==> src/rtl/wb_b3_mem_tester.sv <==
// Wishbone B3 memory tester: writes an LFSR pattern to a window, reads back and checks.
// Ports: clk/rst_n, start/busy/done/pass/err_count/first_err_adr, Wishbone master; WB_MEM_TESTER_BURST_EN enables bursts.
module wb_b3_mem_tester #(
  parameter int              AW        = 27,
  parameter logic [AW-1:0]   BASE      = '0,
  parameter int              WORDS     = 256,
  parameter int              BURST_LEN = 4,
  parameter logic [31:0]     SEED      = 32'h0000_0001
) (
  input  logic          clk,
  input  logic          rst_n,
  input  logic          start,
  output logic          busy,
  output logic          done,
  output logic          pass,
  output logic [15:0]   err_count,
  output logic [AW-1:0] first_err_adr,
  output logic [AW-1:0] wb_adr_o,
  output logic [31:0]   wb_dat_o,
  output logic [3:0]    wb_sel_o,
  output logic          wb_we_o,
  output logic          wb_cyc_o,
  output logic          wb_stb_o,
  output logic [2:0]    wb_cti_o,
  output logic [1:0]    wb_bte_o,
  input  logic [31:0]   wb_dat_i,
  input  logic          wb_ack_i,
  input  logic          wb_err_i,
  input  logic          wb_rty_i
);

`ifdef WB_MEM_TESTER_BURST_EN
  localparam int BL    = BURST_LEN;
  localparam bit BURST = 1'b1;
`else
  // classic cycles: every beat is a burst of one
  localparam int BL    = 1 + 0 * BURST_LEN;
  localparam bit BURST = 1'b0;
`endif

  localparam logic [2:0] S_IDLE = 3'd0;
  localparam logic [2:0] S_WR   = 3'd1;
  localparam logic [2:0] S_WGAP = 3'd2;
  localparam logic [2:0] S_RD   = 3'd3;
  localparam logic [2:0] S_RGAP = 3'd4;

  logic [2:0]  state;
  logic [31:0] lfsr;
  logic [31:0] idx;
  logic [3:0]  beat;
  logic        err_seen;

  logic        term;
  logic        retry;
  logic        beat_err;
  logic        rd_bad;
  logic        is_err;
  logic        last_word;
  logic        last_beat;
  logic [3:0]  beat_nx;
  logic [15:0] err_next;
  logic [31:0] lfsr_nx;

  function automatic logic [2:0] cti_for(input logic last);
    if (!BURST) return 3'b000;
    return last ? 3'b111 : 3'b010;
  endfunction

  assign wb_bte_o = 2'b00;

  assign term     = wb_cyc_o & wb_stb_o
                  & (wb_ack_i | wb_err_i);
  assign retry    = wb_cyc_o & wb_stb_o & wb_rty_i
                  & ~wb_ack_i & ~wb_err_i;
  assign beat_err = ~wb_ack_i & wb_err_i;
  // ack wins over err, so only an acked read is compared
  assign rd_bad   = ~wb_we_o & wb_ack_i
                  & (wb_dat_i != lfsr);
  assign is_err   = term & (beat_err | rd_bad);

  assign last_word = (idx == 32'(WORDS - 1));
  assign last_beat = (beat == 4'(BL - 1));
  assign beat_nx   = last_beat ? 4'd0 : beat + 4'd1;

  assign err_next = (is_err && err_count != 16'hFFFF)
                  ? err_count + 16'd1 : err_count;

  assign lfsr_nx = {lfsr[30:0],
                    lfsr[31] ^ lfsr[21] ^ lfsr[1] ^ lfsr[0]};

  always_ff @(posedge clk or negedge rst_n) begin
    if (!rst_n) begin
      state         <= S_IDLE;
      lfsr          <= SEED;
      idx           <= '0;
      beat          <= '0;
      err_seen      <= 1'b0;
      busy          <= 1'b0;
      done          <= 1'b0;
      pass          <= 1'b0;
      err_count     <= '0;
      first_err_adr <= '0;
      wb_adr_o      <= BASE;
      wb_dat_o      <= '0;
      wb_sel_o      <= '0;
      wb_we_o       <= 1'b0;
      wb_cyc_o      <= 1'b0;
      wb_stb_o      <= 1'b0;
      wb_cti_o      <= 3'b000;
    end else begin
      unique case (state)
        S_IDLE: begin
          if (start) begin
            state         <= S_WR;
            busy          <= 1'b1;
            done          <= 1'b0;
            pass          <= 1'b0;
            err_count     <= '0;
            first_err_adr <= '0;
            err_seen      <= 1'b0;
            lfsr          <= SEED;
            idx           <= '0;
            beat          <= '0;
            wb_cyc_o      <= 1'b1;
            wb_stb_o      <= 1'b1;
            wb_we_o       <= 1'b1;
            wb_sel_o      <= 4'hF;
            wb_adr_o      <= BASE;
            wb_dat_o      <= SEED;
            wb_cti_o      <= cti_for(BL == 1);
          end
        end
        S_WR, S_RD: begin
          if (!wb_stb_o) begin
            // reissue the beat that was retried
            wb_stb_o <= 1'b1;
          end else if (term) begin
            err_count <= err_next;
            if (is_err && !err_seen) begin
              err_seen      <= 1'b1;
              first_err_adr <= wb_adr_o;
            end
            lfsr     <= lfsr_nx;
            idx      <= idx + 32'd1;
            beat     <= beat_nx;
            wb_adr_o <= wb_adr_o + AW'(4);
            if (state == S_WR)
              wb_dat_o <= lfsr_nx;
            wb_cti_o <= cti_for(beat_nx == 4'(BL - 1));
            if (last_word) begin
              wb_cyc_o <= 1'b0;
              wb_stb_o <= 1'b0;
              wb_we_o  <= 1'b0;
              if (state == S_WR) begin
                state    <= S_RGAP;
                lfsr     <= SEED;
                idx      <= '0;
                beat     <= '0;
                wb_adr_o <= BASE;
                wb_cti_o <= cti_for(BL == 1);
              end else begin
                state <= S_IDLE;
                busy  <= 1'b0;
                done  <= 1'b1;
                pass  <= (err_next == 16'd0);
              end
            end else if (last_beat) begin
              wb_cyc_o <= 1'b0;
              wb_stb_o <= 1'b0;
              state    <= (state == S_WR) ? S_WGAP : S_RGAP;
            end
          end else if (retry) begin
            wb_stb_o <= 1'b0;
          end
        end
        S_WGAP: begin
          state    <= S_WR;
          wb_cyc_o <= 1'b1;
          wb_stb_o <= 1'b1;
        end
        S_RGAP: begin
          state    <= S_RD;
          wb_cyc_o <= 1'b1;
          wb_stb_o <= 1'b1;
        end
        default: begin
          state    <= S_IDLE;
          wb_cyc_o <= 1'b0;
          wb_stb_o <= 1'b0;
          busy     <= 1'b0;
        end
      endcase
    end
  end

endmodule

==> config.mk <==
export PLATFORM = sky130hd
export DESIGN_NAME = wb_b3_mem_tester
export DESIGN_NICKNAME = d
export VERILOG_FILES = /design/src/rtl/wb_b3_mem_tester.sv
export SDC_FILE = /design/constraint.sdc
export NUM_CORES = 1
export LEC_CHECK = 0
export CAP_MARGIN = 20
export CORE_MARGIN = 3
export CORE_UTILIZATION = 48
export CTS_BUF_LIST = sky130_fd_sc_hd__clkbuf_16
export DETAILED_ROUTE_END_ITERATION = 7
export GPL_ROUTABILITY_DRIVEN = 0
export PLACE_DENSITY_LB_ADDON = 0.25
export SETUP_SLACK_MARGIN = 0.5
export SLEW_MARGIN = 15
export SYNTH_ARGS = -nofsm -noshare
export SYNTH_HDL_FRONTEND = slang
export SYNTH_SLANG_ARGS = --single-unit
==> constraint.sdc <==
create_clock -name clk -period 2.9 [get_ports clk]
set_clock_uncertainty 0.15 [all_clocks]
set_input_delay 0.29 -clock clk [delete_from_list [all_inputs] [get_ports clk]]
set_output_delay 0.29 -clock clk [all_outputs]
set_load 0.01 [all_outputs]
=== Word level (Yosys, flattened, before mapping) ===
Cells that the tools add are included.

* Input port bits: 38
* Output and inout bits: 117
* Word-level logic and storage cells: 165
* Register bits: 184

* Bitwise operators: 18
* Reductions and logical operators: 18
* Mux-type cells: 93
* Add/sub/neg operators: 4
* Equal/unequal tests: 15

{| class="wikitable"
|+ Operator list
! kind !! number
|-
| $mux W32 || 13
|-
| $mux W27 || 8
|-
| $pmux W32 S2 || 3
|-
| $pmux W27 S2 || 2
|-
| $mux W16 || 4
|-
| $mux W3 || 14
|-
| $add A32 B1 Y32 const B || 1
|-
| $eq A32 B8 Y1 const B || 1
|-
| $mux W1 || 32
|-
| $ne A32 B32 Y1 || 1
|-
| $pmux W16 S2 || 1
|-
| $add A27 B3 Y27 const B || 1
|-
| $mux W4 || 6
|-
| $add A16 B1 Y16 const B || 1
|-
| $logic_not A16 Y1 || 1
|-
| $ne A16 B16 Y1 const B || 1
|-
| $reduce_and A5 Y1 || 3
|-
| $ne A2 B2 Y1 const B || 7
|-
| $pmux W3 S4 || 1
|-
| $reduce_and A6 Y1 || 2
|-
| $and A1 B1 Y1 || 9
|-
| $pmux W1 S3 || 3
|-
| $logic_not A4 Y1 || 2
|-
| $pmux W1 S2 || 4
|-
| 17 further kinds || 27
|}

=== Longest topological paths before layout ===
Gate-level depths: netlist of run 1.

* Depth in word-level cells: 13
* Gate-level depth with buffers: 11
* Mapped depth without buffers: 10

=== Worst setup path after synthesis of run 1 ===
Ideal clock, no wire load.

* Path type: register to register
* Start point: register idx[0]
* End point: register idx[10]
* Period minus slack after synthesis: 2.718 ns
* Buffers on the path: 2
* Required time: 2.621 ns
* Arrival: 2.439 ns
* Setup time: 0.129 ns
* Path slack: 0.182 ns
* Cell stages (with the launch flop): 12
* Cell sequence: dfrtp_1 ha_1 nand3_1 or3_1 nor4_2 inv_2 o21ai_1 buf_2 buf_2 a21oi_1 o21ai_0 o31ai_1

* Cells in the longest elaborated chain, start to end: 6
* Elaborated cells on any way between the ends: 7
* Those cells by class: add/sub (1); eq/ne (1); mux (5)

{| class="wikitable"
|+ Ends and longest elaborated chain
! what !! line !! text
|-
| from (decl) || 49 || <nowiki>logic [31:0] idx;</nowiki>
|-
| from (signal assigned) || 144 || <nowiki>idx <= idx + 32'd1;</nowiki>
|-
| $add A32 B1 Y32 || 144 ||
|-
| $mux W32 || 154 || <nowiki>if (state == S_WR) begin</nowiki>
|-
| $mux W32 * || 150 || <nowiki>if (last_word) begin</nowiki>
|-
| $mux W32 * || 137 || <nowiki>end else if (term) begin</nowiki>
|-
| $mux W32 * || 134 || <nowiki>if (!wb_stb_o) begin</nowiki>
|-
| $pmux W32 S2 * || 111 || <nowiki>unique case (state)</nowiki>
|}

Every way passes the cells marked *; elsewhere a longest branch is shown, timed or not. The select of a mux whose other input is x is not followed.
A chain may end at the register's enable or synchronous reset.

=== Worst setup path in the final report of run 1 ===
* Start point: register lfsr[31]
* End point: register first_err_adr[24]

* Cells in the longest elaborated chain, start to end: 7

{| class="wikitable"
|+ Ends and longest elaborated chain
! what !! line !! text
|-
| from (decl) || 48 || <nowiki>logic [31:0] lfsr;</nowiki>
|-
| from (signal assigned) || 143 || <nowiki>lfsr <= lfsr_nx;</nowiki>
|-
| $ne A32 B32 Y1 || 78 || <nowiki>& (wb_dat_i != lfsr);</nowiki>
|-
| $and A1 B1 Y1 || 78 ||
|-
| $or A1 B1 Y1 || 79 || <nowiki>assign is_err = term & (beat_err | rd_bad);</nowiki>
|-
| $and A1 B1 Y1 || 79 ||
|-
| $logic_and A1 B1 Y1 || 139 || <nowiki>if (is_err && !err_seen) begin</nowiki>
|-
| $ne A2 B2 Y1 (no source line) || - ||
|-
| $reduce_and A5 Y1 (no source line) || - ||
|-
| to (signal assigned) || 141 || <nowiki>first_err_adr <= wb_adr_o;</nowiki>
|-
| to (decl) || 17 || <nowiki>output logic [AW-1:0] first_err_adr,</nowiki>
|}

Every way passes these cells.

==> impl_results.md, run 1 <==
* Sw Pwr at 1.89 mW
* H-tree levels at 4
* Die H at 142 um
* Worst R2R End: first_err_adr[24]
* Worst path top cell family by delay: simple AND/OR/NAND/NOR gates
* CP bufs+invs at 3
* Ys async rst share at 100%
* Crit-path cells: xnor2_1, nand4_1, nor4_4, buf_4, a21o_1, buf_6, a21o_1, nor3_4, buf_6, o21ai_0
* RSZ-0062 raised after global routing: true
* Post-synth cell types at 56
* Filler Cells Inserted at 1168
* Yosys warning total at 0
* Root Buffer: clkbuf_16
* Reg2Reg Setup Slack at 160 ps
* Syn_area_per_cell at 8.70 um2
* Switch share at 29.4%
* Slew at the pin with the worst max-slew slack at 830 ps
* DP Area at 10900 um2
* Final Cell Area at 13200 um2
* Area contributors post-synth: dfrtp_1, nand2_1, o21ai_0
* Sequential share of power at 45.1%
* Drc violations at 0
* Synth area leader: dfrtp_1
* Top cell type's share of synthesized area at 49.8%
* Ys flop type: dfrtp_1
* IO Count at 155
* Final net count at 1302
* Vias in the first global route at 8164
* Worst skew pair latency at 440 ps
* Wire length of the first global-routing pass at 42100 um
* Post-synth EDFFs at 0
* Crit-path slowest cell: dfrtp_1
* Total wire length at 30700 um
* Comb pwr share at 18.5%
* Area Overhead vs Synth at 48.8%
* Pwr dens at 487 nW/um2
* Slowest cell delay on critical path at 430 ps
* Synth Instances at 1022
* Worst flop-to-flop path startpoint: lfsr[31]
* Most common cell in the netlist: nand2_1
* Antenna violations before repair at 0
* Max Slew Vio Count at 0
* Crit path max fanout at 26
* Pin count of the biggest net entering global routing at 60
* Hpwl dp at 16900 um
* Min-Delay Path Class: input pin to async pin
* DRT iter0 DRCs at 884
* Status: finished, final reports clean
* Int Power at 4.55 mW
* Fin crit period at 2740 ps
* Final period util at 94.5%
* Final core occ at 73.1%
* Max Freq at 365 MHz
* Fraction of layout instances using a drive strength above 1 at 26.0%
* Critical Path Source Type: flop
* Total grt overflow at 0
* Rel. slew slack at 44.4%
* Commonest cells in the netlist: nand2_1, dfrtp_1, o21ai_0
* Crit. End Element: flop
* N_diodes at 0
* CTS tree: yes
* Drt pass-1 iters at 5
* Max IR drop VDD at 0.000460 V
* Via density at 6.03
* Setup-failing EPs final at 0
* Cell Area, Synth at 8890 um2
* Seq/Total Area, Yosys at 50.1%
* Seq cells post-synth at 178
* Port bufs at 147
* GRT Resource Usage Total at 25.9%
* CTS Buf Count at 17
* Worst path arrival time at 2940 ps
* Vias at 9052
* Maxcap violations at 0
* Reg2reg path depth at 10
* Core area at 18100 um2
* Width of the die at 142 um
* CP required at 3100 ps
* Worst-path clk slew at 80 ps
* DIE AREA at 20200 um2
* Type of the worst setup path: flop to flop
* # rows at 49
* Final-report hold violation count at 0
* Antenna Violating Nets Remaining at 0
* CTS sink count at 178
* Avg WL per Cell at 20.5 um
* Leak at 5.50 nW
* Initial Util at 49.1%
* Clk pwr share at 36.4%
* Clock buffer depth at 2
* Fin Setup TNS at 0 ps
-- registers in the layout (all words and copies together) (netlist names), 3 cells and up --
| signal | flops |
|---|---|
| idx | 32 |
| lfsr | 32 |
| wb_dat_o | 32 |
| beat | 4 |
| first_err_adr | 26 |
| err_count | 16 |
| wb_adr_o | 25 |
| state | 3 |
-- worst reg2reg max path, cell delays in order, from the launching register on --
cell     delay, ps
dfrtp_1        430
xnor2_1        230
nand4_1        200
nor4_4         390
buf_4          210
a21o_1         170
buf_6          130
a21o_1         220
nor3_4         110
buf_6          210
o21ai_0        200
-- stage by stage --
step | hold WS [ps] | total power [mW] | instances | setup WS (ps)
global placement | 144 | 3.82 | 1390 | 93.8
global route | 271 | 6.69 | 1500 | 161
floorplan | -156 | 3.36 | 1028 | 325
detailed placement | 148 | 3.85 | 1390 | 21.9
finish | 236 | 6.44 | 1500 | 161
CTS | 253 | 6.24 | 1455 | 384
-- layout make-up --
class / instances / area (um2) / share of cell area (%)
Inverter: 9 / 33.8 / 0.255
Multi-Input combinational cell: 774 / 4940 / 37.4
Tap cell: 229 / 287 / 2.17
Timing Repair Buffer: 278 / 2890 / 21.8
Clock inverter: 15 / 166 / 1.26
Clock buffer: 17 / 425 / 3.22
Sequential cell: 178 / 4480 / 33.9
-- timing repair --
item                       in CTS  in global routing
setup endpoints to repair     133                137
pin swaps                      24                 75
hold buffers                    1                  0
hold endpoints to repair       52                  0
setup buffers                  27                 34
gates cloned                    5                 11
resized for setup              75                207
-- power groups by stage --
stage	clock (mW)	sequential [mW]	combinational, mW
floorplan	0	2.94	0.426
global placement	0	2.93	0.883
detailed placement	0	2.94	0.912
CTS	2.35	2.89	1.00
global route	2.47	2.93	1.29
finish	2.34	2.91	1.19
-- cells in the final DEF (no fill, tap or decap), types with 12 or more instances in the layout --
cell,instances
a21oi_1,20
xnor2_1,35
buf_6,24
nand3_1,25
o21ai_0,62
nor2_1,47
o21ai_2,45
clkdlybuf4s50_1,146
o21ai_1,39
nand2_1,252
and3_1,12
dfrtp_2,21
clkbuf_16,25
nand4_1,24
dfrtp_1,156
buf_4,85
xor2_1,21
-- kinds of logic after synthesis --
| group | share of synthesized area [%] |
|---|---|
| adder cells (fa/ha/maj) | 0.845 |
| multiplexers | 0.366 |
| buffers and inverters | 3.77 |
| AO/OA/AOI/OAI | 15.7 |
| AND/OR/NAND/NOR | 22.3 |
| flip-flops | 50.1 |
| XOR/XNOR | 6.80 |
| other | 0.0422 |
-- metal layers --
metal | vias to the layer above | global-route usage [%] | wire [um]
met4 | 0 | 9.09 | 1410
met2 | 499 | 41.9 | 14900
met5 | - | 0 | 0
met3 | 136 | 5.04 | 2330
li1 | 3981 | - | -
met1 | 4436 | 35.2 | 12100
-- how the worst max path moves through the flow --
stage	from	endpoint	slack (ps)	cells after the start
4_1_cts	lfsr[0]	pass	380	10
3_5_place_dp	start	idx[28]	20	9
5_1_grt	lfsr[9]	first_err_adr[7]	160	11
3_3_place_gp	start	idx[28]	90	9
6_report	lfsr[31]	first_err_adr[24]	160	10
2_1_floorplan	state[1]	idx[30]	320	9
No activity file was read; power rests on OpenSTA's default activity.
==> run 2: changes to the inputs <==
--- a/config.mk
+++ b/config.mk
@@ -7,7 +7,7 @@
 export LEC_CHECK = 0
 export CAP_MARGIN = 20
 export CORE_MARGIN = 3
-export CORE_UTILIZATION = 48
+export CORE_UTILIZATION = 32
 export CTS_BUF_LIST = sky130_fd_sc_hd__clkbuf_16
 export DETAILED_ROUTE_END_ITERATION = 7
 export GPL_ROUTABILITY_DRIVEN = 0
==> run 2 against run 1 <==
Worst setup slack better by 190 ps; sequential power about the same; total power fell by 3.2%; non-clock buffer count shrank 13; core utilization shrank 24 points; count of clock-buffer cells in the layout unchanged; final area about the same; sequential cell count unchanged; critical endpoint is now wb_adr_o[17].
==> impl_results.md, run 2 (synthesis gave the netlist of run 1 again) <==
* Slew at the pin with the worst max-slew slack at 583 ps
* Final net count at 1289
* Worst path arrival time at 2720 ps
* Hpwl dp at 17600 um
* Crit-path slowest cell: dfrtp_1
* Via density at 5.03
* Fraction of layout instances using a drive strength above 1 at 25.1%
* Total wire length at 27500 um
* Filler Cells Inserted at 2500
* Commonest non-fill, non-tap cell in the layout: nand2_1
* CTS tree: yes
* Worst path top cell family by delay: simple AND/OR/NAND/NOR gates
* Initial Util at 32.8%
* Type of the worst setup path: flop to flop
* Fin Setup TNS at 0 ps
* Dpl ws at 18.1 ps
* Critical Path Stages at 10
* Rel. slew slack at 61.1%
* Final-report hold violation count at 0
* Fin crit period at 2550 ps
* Max Freq at 392 MHz
* CTS Buf Count at 17
* Area Overhead vs Synth at 48.8%
* Post-route insts no fill at 1630
* Antenna Violating Nets Remaining at 0
* Width of the die at 173 um
* CTS sink count at 178
* Sw Pwr at 1.84 mW
* Commonest cells after routing, fill and taps aside: nand2_1, dfrtp_1, clkdlybuf4s50_1
* CP required at 3070 ps
* Wire length of the first global-routing pass at 43200 um
* Reg2reg path depth at 10
* Critical Path End: wb_adr_o[17]
* Sequential share of power at 46.8%
* N_diodes at 0
* DIE AREA at 29800 um2
* Reg2Reg Setup Slack at 350 ps
* Hold_ws at 249 ps
* Leak at 5.47 nW
* # rows at 60
* Final period util at 88.0%
* Switch share at 29.5%
* H-tree levels at 4
* Vias at 8191
* Crit-path cells: nor4_1, nand2_1, nor4_4, inv_2, o21ai_4, buf_6, and2_4, a21oi_2, o21ai_1, o21ai_1
* Crit. End Element: flop
* Crit path max fanout at 6
* Worst skew pair latency at 430 ps
* CP bufs+invs at 2
* Root Buffer: clkbuf_16
* Int Power at 4.40 mW
* Pin count of the biggest net entering global routing at 92
* Status: finished, final reports clean
* Port bufs at 147
* Worst flop-to-flop path startpoint: idx[15]
* Largest registers: idx (32), lfsr (32), wb_dat_o (32)
* Critical Path Most Common Cell: o21ai_1
* RSZ-0062 raised after global routing: true
* Vias in the first global route at 8058
* Max IR drop VDD at 0.000407 V
* DRT iter0 DRCs at 716
* Maxcap violations at 0
* Comb pwr share at 17.1%
* Avg WL per Cell at 16.9 um
* Placed Cells at 1546
* Pwr dens at 471 nW/um2
* Critical Path Source Type: flop
* Clk pwr share at 36.1%
* Final Worst Setup Slack at 348 ps
* Worst-path clk slew at 70 ps
* Crit path from: idx[15]
* Drc violations at 0
* Setup-failing EPs final at 0
* Drt pass-1 iters at 5
* IO Count at 155
* Max Slew Vio Count at 0
* Clock buffer depth at 2
* Die H at 173 um
* Worst R2R End: wb_adr_o[17]
* Min-Delay Path Class: input pin to async pin
* Total grt overflow at 0
* GRT Resource Usage Total at 17.5%
* Antenna violations before repair at 0
* Slowest cell delay on critical path at 440 ps
* Core area at 27100 um2
## run 2: cell types whose count changed in the layout (fill, tap and decap cells not counted), moves of 4 or more
cell     delta
nand2_2    +16
a21oi_2     -5
nand2_4     +7
nand2_1    -23
buf_6       -4
buf_8       +5
buf_4      -14
o21ai_0    +12
o21ai_2     -8
a21oi_1     +5
## run 2: worst reg2reg max path: stages (launching register included)
cell and delay, ps:
dfrtp_1 440, nor4_1 350, nand2_1 170, nor4_4 330, inv_2 90, o21ai_4 210
buf_6 140, and2_4 260, a21oi_2 50, o21ai_1 150, o21ai_1 90
## run 2: metal layers
metal / part of all wire, % / wire, um / track usage, %
met3: 3.5 / 955 / 3.38
met1: 45 / 12500 / 23.4
met4: 1.2 / 330 / 3.95
met2: 50 / 13700 / 29.5
met5: 0 / 0 / 0
## run 2: power by group through the flow
stage	registers, mW	logic [mW]	clock network [mW]
after floorplan	2.94	0.426	0
after global placement	2.94	0.917	0
after detailed placement	2.94	0.925	0
after CTS	2.90	0.997	2.31
after global routing	2.95	1.19	2.41
final	2.92	1.07	2.25
## run 2: how the worst min path moves through the flow
stage	endpoint	depth (start not counted)	start	slack (ps)
finish	lfsr[16]	2	rst_n	250
global route	lfsr[5]	2	rst_n	290
CTS	lfsr[4]	2	rst_n	260
detailed placement	lfsr[17]	1	rst_n	140
global placement	lfsr[16]	1	rst_n	140
floorplan	beat[0]	0	rst_n	-160
## run 2: through the flow
stage	util, %	instance area [um2]	total power [mW]
after floorplan	-	8990	3.36
after global placement	41.3	11200	3.85
after detailed placement	41.3	11200	3.87
after CTS	45.6	12300	6.20
after global routing	48.8	13200	6.54
final	48.8	13200	6.23
## run 2: final cells by class
class / instances / area, um2 / share of cell area, %
clock buffer: 17 / 425 / 3.22
clock inverter: 15 / 150 / 1.14
inverter: 9 / 33.8 / 0.255
multi-input combinational: 774 / 4860 / 36.7
sequential: 178 / 4480 / 33.9
tap: 372 / 465 / 3.52
timing repair buffer: 265 / 2810 / 21.2
## run 2: repair_timing
action                                  4_1_cts  5_1_grt
gates resized for setup                      81      190
endpoints found under the setup margin      116      139
gates cloned                                  8        8
setup buffers                                18       17
hold buffers                                  1        0
pin swaps                                    37       45
endpoints found under the hold margin        47        0
==> run 3: changes to the inputs <==
--- a/config.mk
+++ b/config.mk
@@ -5,6 +5,7 @@
 export SDC_FILE = /design/constraint.sdc
 export NUM_CORES = 1
 export LEC_CHECK = 0
+export ABC_AREA = 1
 export CAP_MARGIN = 20
 export CORE_MARGIN = 3
 export CORE_UTILIZATION = 32
==> run 3 against run 2 <==
Combinational power is 78% lower; critical path depth is 7 higher; critical endpoint is now wb_adr_o[25]; die area is 1.3% higher; synthesized area is 1.4% higher; critical path type unchanged; synthesized cell count is 6.8% higher; largest cell class is now flip-flops and latches; maximum frequency is 1.1% higher.
==> impl_results.md, run 3 <==
* Status: finished, final reports clean
* Total wire length at 26600 um
* Crit. End Element: flop
* Multi-input gate area at 4130 um2
* Crit-path cells: inv_2, nand2_2, nor2_4, nor2_2, nor3_4, buf_12, buf_12, nand2_4, nor2_4, nand3_2, nor2_4, nand2_4, nor3_4, nand2_2, inv_4, nand3_2, a21oi_2
* CTS tree: yes
* CTS Buf Count at 17
* Drc violations at 0
* Antenna violations before repair at 0
* Root Buffer: clkbuf_16
* Slew at the pin with the worst max-slew slack at 552 ps
* Commonest non-fill, non-tap cell in the layout: dfrtp_1
* CTS sink count at 178
* Fin crit period at 2530 ps
* Rel. slew slack at 63.2%
* Max IR drop VDD at 0.000309 V
* Area Overhead vs Synth at 38.3%
* Seq/Total Area, Yosys at 49.5%
* IO Count at 155
* Dpl ws at 74.1 ps
* Vias in the first global route at 7928
* Max Freq at 396 MHz
* Initial Util at 33.0%
* Fraction of layout instances using a drive strength above 1 at 15.7%
* RSZ-0062 raised after global routing: true
* Cell Area, Synth at 9010 um2
* Register Area at 4460 um2
* Clock buffer depth at 2
* Vias at 8175
* Core area at 27300 um2
* CP required at 3120 ps
* Via density at 4.90
* H-tree levels at 4
* Top cell type's share of synthesized area at 49.2%
* Pwr dens at 404 nW/um2
* Worst path arrival time at 2750 ps
* Placed Cells at 1595
* Max Slew Vio Count at 0
* Pin count of the biggest net entering global routing at 65
* Maxcap violations at 0
* N_diodes at 0
* Crit path max fanout at 4
* Yosys warning total at 0
* Worst-path clk slew at 80 ps
* Final core occ at 45.6%
* GRT Resource Usage Total at 16.7%
* Ys async rst share at 100%
* Avg WL per Cell at 15.9 um
* Area contributors post-synth: dfrtp_1, nand2_1, inv_1
* Crit-path slowest cell: dfrtp_1
* Filler Cells Inserted at 2691
* Syn_area_per_cell at 8.25 um2
* Post-route insts no fill at 1668
* Post-synth EDFFs at 0
* Wire length of the first global-routing pass at 41400 um
* Die H at 174 um
* Hpwl dp at 17300 um
* Type of the worst setup path: flop to flop
* Critical Path Most Common Cell: nor2_4
* Final Worst Setup Slack at 375 ps
* Ys flop type: dfrtp_1
* DRT iter0 DRCs at 432
* Min-Delay Path Class: input pin to async pin
* Leak at 5.91 nW
* Slowest cell delay on critical path at 420 ps
* Post-synth cell types at 43
* Critical Path Source Type: flop
* Synth Instances at 1092
* Port bufs at 147
* DIE AREA at 30200 um2
* Total grt overflow at 0
* # rows at 60
* Fin Setup TNS at 0 ps
* Worst skew pair latency at 430 ps
* Setup-failing EPs final at 0
* Pwr Total at 5.04 mW
* Width of the die at 174 um
* Final net count at 1327
* Synth area leader: dfrtp_1
* Antenna Violating Nets Remaining at 0
* Final period util at 87.1%
* CP bufs+invs at 4
* Commonest cells after routing, fill and taps aside: dfrtp_1, nand2_1, inv_1
* Drt pass-1 iters at 5
* Final-report hold violation count at 0
* Commonest cells in the netlist: dfrtp_1, nand2_1, inv_1
* Seq cells post-synth at 178
* Largest registers: idx (32), lfsr (32), wb_dat_o (32)
* Worst path top cell family by delay: simple AND/OR/NAND/NOR gates
-- run 3: changes by cell type in the layout (fill, tap and decap cells not counted), moves of 18 or more --
cell | previous run | this run
buf_4 | 71 | 48
nor3_1 | 8 | 26
o22ai_1 | 2 | 33
nand3_1 | 25 | 57
o21a_1 | 3 | 32
nor2_1 | 46 | 81
nand2_1 | 229 | 168
inv_1 | 8 | 158
o21ai_1 | 36 | 4
o21ai_2 | 37 | 8
-- run 3: what timing repair did --
item | CTS | global route
gates resized for setup | 22 | 103
hold buffers | 1 | 0
pin swaps | 13 | 26
buffers inserted | 21 | 12
setup endpoints to repair | 93 | 117
gates cloned | 1 | 6
endpoints found under the hold margin | 53 | 0
-- run 3: logic make-up (layout without fill, tap and decap cells) --
logic type | Yosys count | in the layout | share of synthesized area [%]
buffers and inverters | 216 | 414 | 9.53
and+or+nand+nor | 428 | 428 | 21.4
DFF | 178 | 178 | 49.5
xor gates and xnor gates | 48 | 48 | 4.67
adders and majority gates | 6 | 6 | 0.833
AOI/OAI and AO/OA | 215 | 215 | 14.0
other | 1 | 7 | 0.0416
-- run 3: stage by stage --
| step | hold WS [ps] | cell area, um2 |
|---|---|---|
| finish | 228 | 12500 |
| global route | 276 | 12500 |
| CTS | 239 | 11800 |
| detailed placement | 146 | 11000 |
| global placement | 155 | 11000 |
| floorplan | -156 | 9030 |
-- run 3: cell type report --
| type | instances | area share (%) |
|---|---|---|
| clock buffer | 17 | 3.41 |
| inverter | 167 | 5.10 |
| multi-input combinational | 704 | 33.2 |
| timing repair inverter | 1 | 0.0603 |
| sequential | 178 | 35.8 |
| clock inverter | 15 | 1.27 |
| timing repair buffer | 214 | 17.5 |
| tap | 372 | 3.74 |
-- run 3: routing by layer --
layer / part of all wire (%) / track usage (%) / wire length [um]
met3: 5.3 / 3.94 / 1410
met1: 46 / 22.8 / 12300
met2: 47 / 26.4 / 12500
met5: 0 / 0 / 0
met4: 1.6 / 4.86 / 413
-- run 3: worst paths after layout --
| path | cells after the start | start | end | slack [ps] |
|---|---|---|---|---|
| setup / recovery | 17 | state[1] | wb_adr_o[25] | 370 |
| hold / removal | 2 | rst_n | wb_dat_o[14] | 230 |
| setup reg to reg | 17 | state[1] | wb_adr_o[25] | 370 |
| hold reg to reg | 1 | wb_dat_o[19] | wb_dat_o[19] | 340 |
| max in group asynchronous | 3 | rst_n | idx[22] | 1590 |
| min in group clk | 1 | wb_dat_o[19] | wb_dat_o[19] | 340 |
-- run 3: where the power goes --
group / internal, mW / leakage [nW] / switching [mW]
Combinational: 0.122 / 3.78 / 0.112
Clock: 1.16 / 0.276 / 1.13
Sequential: 2.50 / 1.85 / 0.0126
Total: 3.78 / 5.91 / 1.25
